$ cat config.mk
export PLATFORM = sky130hd
export DESIGN_NAME = sram_stream_port
export DESIGN_NICKNAME = d
export VERILOG_FILES = /design/src/rtl/sram_stream_port.sv
export SDC_FILE = /design/constraint.sdc
export NUM_CORES = 1
export LEC_CHECK = 0
export BUFFER_PORTS_ARGS = -buffer_cell sky130_fd_sc_hd__buf_4
export CELL_PAD_IN_SITES_DETAIL_PLACEMENT = 1
export CELL_PAD_IN_SITES_GLOBAL_PLACEMENT = 1
export CORE_AREA = 3 3 141 143
export CTS_BUF_LIST = sky130_fd_sc_hd__clkbuf_4 sky130_fd_sc_hd__clkbuf_8
export CTS_CLUSTER_DIAMETER = 40
export DETAILED_ROUTE_END_ITERATION = 8
export DIE_AREA = 0 0 144 146
export PLACE_DENSITY_LB_ADDON = 0.1
export SLEW_MARGIN = 20
export SYNTH_ARGS = -nofsm -noshare
export SYNTH_HDL_FRONTEND = slang
export SYNTH_SLANG_ARGS = --single-unit
export TNS_END_PERCENT = 30
$ cat constraint.sdc
create_clock -name clk_i -period 7.65 [get_ports clk_i]
set_input_delay 1.53 -clock clk_i [delete_from_list [all_inputs] [get_ports clk_i]]
set_output_delay 1.53 -clock clk_i [all_outputs]
set_load 0.02 [all_outputs]
$ cat src/rtl/sram_stream_port.sv
// Valid/ready request front end for the single-port sram macro, with a fall-through response FIFO.
// Define SRAM_STREAM_PORT_STATS_EN to build the saturating read/write request counters.
module sram_stream_port #(
  parameter  int DATA_WIDTH = 64,
  parameter  int NUM_WORDS  = 1024,
  parameter  int RSP_DEPTH  = 2,
  parameter  int CNT_WIDTH  = 32,
  localparam int AW         = $clog2(NUM_WORDS),
  localparam int BW         = (DATA_WIDTH + 7) / 8
) (
  input  logic                  clk_i,
  input  logic                  rst_i,
  input  logic                  req_valid_i,
  output logic                  req_ready_o,
  input  logic                  req_we_i,
  input  logic [AW-1:0]         req_addr_i,
  input  logic [DATA_WIDTH-1:0] req_wdata_i,
  input  logic [BW-1:0]         req_be_i,
  output logic                  rsp_valid_o,
  input  logic                  rsp_ready_i,
  output logic [DATA_WIDTH-1:0] rsp_rdata_o,
  output logic                  sram_req_o,
  output logic                  sram_we_o,
  output logic [AW-1:0]         sram_addr_o,
  output logic [DATA_WIDTH-1:0] sram_wdata_o,
  output logic [BW-1:0]         sram_be_o,
  input  logic [DATA_WIDTH-1:0] sram_rdata_i,
  output logic [CNT_WIDTH-1:0]  rd_cnt_o,
  output logic [CNT_WIDTH-1:0]  wr_cnt_o
);

  localparam int PW = (RSP_DEPTH > 1) ? $clog2(RSP_DEPTH) : 1;
  localparam int CW = PW + 1;

  logic                  inflight;
  logic [PW-1:0]         wr_ptr;
  logic [PW-1:0]         rd_ptr;
  logic [CW-1:0]         fifo_cnt;
  logic [DATA_WIDTH-1:0] fifo_mem [RSP_DEPTH];

  logic [CW:0]           credit_used;
  logic                  accept;
  logic                  accept_rd;
  logic                  fifo_empty;
  logic                  fifo_full;
  logic                  push;
  logic                  pop;

  // A read holds its credit from acceptance until its data leaves the FIFO or bypasses it.
  assign credit_used = {1'b0, fifo_cnt} + {{CW{1'b0}}, inflight};
  assign req_ready_o = !rst_i && (credit_used < (CW+1)'(RSP_DEPTH));
  assign accept      = req_valid_i && req_ready_o;
  assign accept_rd   = accept && !req_we_i;

  assign sram_req_o   = accept;
  assign sram_we_o    = req_we_i;
  assign sram_addr_o  = req_addr_i;
  assign sram_wdata_o = req_wdata_i;
  assign sram_be_o    = req_we_i ? req_be_i : '0;

  assign fifo_empty = (fifo_cnt == '0);
  assign fifo_full  = (fifo_cnt == CW'(RSP_DEPTH));

  // Reset also hides a read still in flight so its data never reaches the consumer.
  assign rsp_valid_o = !rst_i && (!fifo_empty || inflight);
  assign rsp_rdata_o = fifo_empty ? sram_rdata_i : fifo_mem[rd_ptr];

  assign push = !rst_i && inflight && !(fifo_empty && rsp_ready_i);
  assign pop  = !rst_i && !fifo_empty && rsp_ready_i;

  always_ff @(posedge clk_i) begin
    if (rst_i) begin
      inflight <= 1'b0;
      wr_ptr   <= '0;
      rd_ptr   <= '0;
      fifo_cnt <= '0;
    end else begin
      inflight <= accept_rd;
      if (push) begin
        wr_ptr <= wr_ptr + PW'(1);
      end
      if (pop) begin
        rd_ptr <= rd_ptr + PW'(1);
      end
      case ({push, pop})
        2'b10:   fifo_cnt <= fifo_cnt + CW'(1);
        2'b01:   fifo_cnt <= fifo_cnt - CW'(1);
        default: fifo_cnt <= fifo_cnt;
      endcase
    end
  end

  always_ff @(posedge clk_i) begin
    if (push) begin
      fifo_mem[wr_ptr] <= sram_rdata_i;
    end
  end

  no_push_when_full_a: assert property (@(posedge clk_i) disable iff (rst_i) !(push && fifo_full));

`ifdef SRAM_STREAM_PORT_STATS_EN
  logic                 accept_wr;
  logic [CNT_WIDTH-1:0] rd_cnt_q;
  logic [CNT_WIDTH-1:0] wr_cnt_q;

  assign accept_wr = accept && req_we_i;

  // Counters stick at all-ones rather than wrapping.
  always_ff @(posedge clk_i) begin
    if (rst_i) begin
      rd_cnt_q <= '0;
      wr_cnt_q <= '0;
    end else begin
      if (accept_rd && (rd_cnt_q != '1)) begin
        rd_cnt_q <= rd_cnt_q + CNT_WIDTH'(1);
      end
      if (accept_wr && (wr_cnt_q != '1)) begin
        wr_cnt_q <= wr_cnt_q + CNT_WIDTH'(1);
      end
    end
  end

  assign rd_cnt_o = rd_cnt_q;
  assign wr_cnt_o = wr_cnt_q;
`else
  assign rd_cnt_o = '0;
  assign wr_cnt_o = '0;
`endif

endmodule

==> flow_summary.json <==
{
  "syn_inst": 521,
  "layout_min_cycle_time_ns": 4.16,
  "diodes": 0,
  "whs_ns": 0.520,
  "dp_slack_ns": 3.78,
  "hpwl_um": 9030,
  "hold_viol_final": 0,
  "drt_iter0_markers": 108,
  "end_kind": "output pin",
  "cts.sinks": 134,
  "rows": 50,
  "drive_gt1_frac": 0.305,
  "nNetsFinal": 750,
  "worstPathRequired_ns": 6.12,
  "grt_pass1_vias": 3857,
  "ir_worst_vdd_uv": 93.4,
  "muxShareOfSynthArea": 0.0979,
  "cts_buffer_depth": 2,
  "antenna_found_initial": 0,
  "postCtsSetupBuffers": 0,
  "setup_ws_ns": 3.49,
  "drv_cap": 0,
  "io_pins": 365,
  "synthDistinctLibCells": 22,
  "ys_seq_area_frac": 0.606,
  "status": "complete, no violations",
  "core-area_sq_um": 18700,
  "critPathKind": "flip-flop to output pin",
  "rsz0062_at_grt": "false",
  "slowest_stage": "buf_4",
  "crit_arrival_ns": 2.63,
  "vias": 3770,
  "cts_tree": "built",
  "max_freq_mhz": 240,
  "viasPerCell": 4.47,
  "synth_xor_area_frac": 0.00402,
  "grt_pass1_wl_um": 20500,
  "finalSetupViolCount": 0,
  "hp-class": "flip-flop to flip-flop",
  "cp_max_fo": 77,
  "ctsResizeCount": 0,
  "cp-start-kind": "flip-flop",
  "relSlewSlack": 0.380,
  "post_drt_wl_per_cell_um": 16.2,
  "ys_warn_count": 0,
  "final_cell_mix": "buf_4 (156), edfxtp_1 (128), nor2_1 (70), a21oi_1 (65)",
  "htree_num_levels": 4,
  "syn_to_final_growth_pct": 13.9,
  "place.gp.congestion": 0.649,
  "clock-root-buffer": "clkbuf_8",
  "grt_use_total": 0.126,
  "fin_crit_sh": 0.544,
  "synth.avg_cell_area_sq_um": 12.6,
  "clk_latency_ns": 0.43,
  "fin_setup_tns_ns": 0,
  "critPathMaxStageDelay_ns": 0.70,
  "die-area_sq_um": 21000,
  "drc": 0,
  "finalWirelength_um": 13700,
  "final_core_util": 0.399,
  "p_total_mw": 1.57,
  "critPathBufInv": 2,
  "tightest_slew_ns": 0.929,
  "path_clk_slew_ns": 0.07,
  "ys_ff_latch": 134,
  "die_x_um": 144,
  "port-buffer-count": 152,
  "grt_max_degree": 78,
  "synth_compound_area_frac": 0.0547,
  "synthSimpleGateAreaFrac": 0.0554,
  "ant_nets": 0,
  "fillers": 2046,
  "p_leak_nw": 2.75,
  "first_pass_iters": 5,
  "critPathMostFrequentCell": "buf_4",
  "critPathTopFamily": "buffers and inverters",
  "synth_top_family_by_area": "buffers and inverters",
  "worstPathCellList": "or2_4 -> buf_4 -> nor2_1 -> a21oi_1 -> buf_4",
  "synth-adder-area-share": 0.00191,
  "cts_buffers": 17,
  "final_common_cell": "buf_4",
  "drv_slew": 0,
  "grt_overflow": 0,
  "ctsHoldBuffers": 0,
  "syn-cell-area_sq_um": 6540,
  "power_density_nw_per_um2": 210,
  "initial_utilization": 0.350,
  "dieHeight_um": 146,
  "skew_ns": 0.00913
}
kinds of logic (layout without fill, tap and decap cells):
kind of cell / after synthesis / count (layout)
buffers and inverters: 162 / 188
flip-flops: 134 / 134
AND/OR/NAND/NOR: 86 / 86
AO/OA/AOI/OAI: 70 / 70
multiplexers: 64 / 64
XOR/XNOR: 3 / 3
adder cells (fa/ha/maj): 1 / 1
other: 1 / 64
worst paths after layout:
check / startpoint / depth (start not counted) / slack (ns) / to
worst min register to register: wr_ptr / 1 / 0.52 / wr_ptr
worst min-delay path: wr_ptr / 1 / 0.52 / wr_ptr
worst max-delay path: fifo_cnt[0] / 5 / 3.49 / rsp_rdata_o[43]
worst max register to register: fifo_cnt[0] / 4 / 5.52 / fifo_mem[0][25]
final cells by class:
cell class	instances	area [sq um]	area share
clock buffer	19	249	0.0334
clock inverter	12	113	0.0151
inverter	1	3.75	0.000504
multi-input combinational	288	1660	0.222
sequential	134	3970	0.532
tap	234	293	0.0393
timing repair buffer	156	1170	0.157
metal layers:
| metal | vias up | global-route usage | share of wire | routed length, um |
|---|---|---|---|---|
| met3 | 21 | 0.0473 | 0.075 | 1020 |
| met1 | 1798 | 0.159 | 0.43 | 5940 |
| met2 | 174 | 0.198 | 0.48 | 6540 |
| met4 | 0 | 0.0414 | 0.013 | 178 |
| li1 | 1777 | - | - | - |
| met5 | - | 0 | 0 | 0 |
worst reg2reg max path, cell delays in order, from the launching register on:
cell and delay, ns:
dfxtp_1 0.43, or3b_1 0.16, nand3b_1 0.24, nor2_4 0.14, buf_4 0.74
synthesized netlist by cell type, drive strengths merged:
cell type / n / area [sq um]
and2b: 1 / 7.51
conb: 1 / 3.75
and2: 9 / 56.3
o21bai: 1 / 7.51
a21oi: 65 / 325
edfxtp: 128 / 3840
xnor2: 1 / 8.76
or2: 1 / 6.26
ha: 1 / 12.5
or3: 1 / 6.26
xor2: 2 / 17.5
nand3b: 1 / 7.51
mux2i: 64 / 641
a211oi: 2 / 15.0
dfxtp: 6 / 120
clkbuf: 1 / 3.75
nor2: 72 / 270
o21ai: 2 / 10.0
or3b: 1 / 8.76
inv: 1 / 3.75
buf: 160 / 1170
stage by stage:
stage | cell area (sq um) | cells
after global placement | 7090 | 813
after detailed placement | 7090 | 813
after global routing | 7450 | 844
after CTS | 7450 | 844
final | 7450 | 844
after floorplan | 6780 | 584
power by group:
part	leakage, nW	switching (mW)	internal (mW)	total [mW]
logic	1.37	0.129	0.0814	0.210
clock network	0.180	0.255	0.288	0.543
registers	1.20	0.00337	0.808	0.812
sequential cells by signal (all words and copies together), names as in the netlist, named ones only:
name and cells:
fifo_mem 128, fifo_cnt 2, inflight 1, rd_ptr 1, wr_ptr 1
Power figures use the tool's default switching activity.
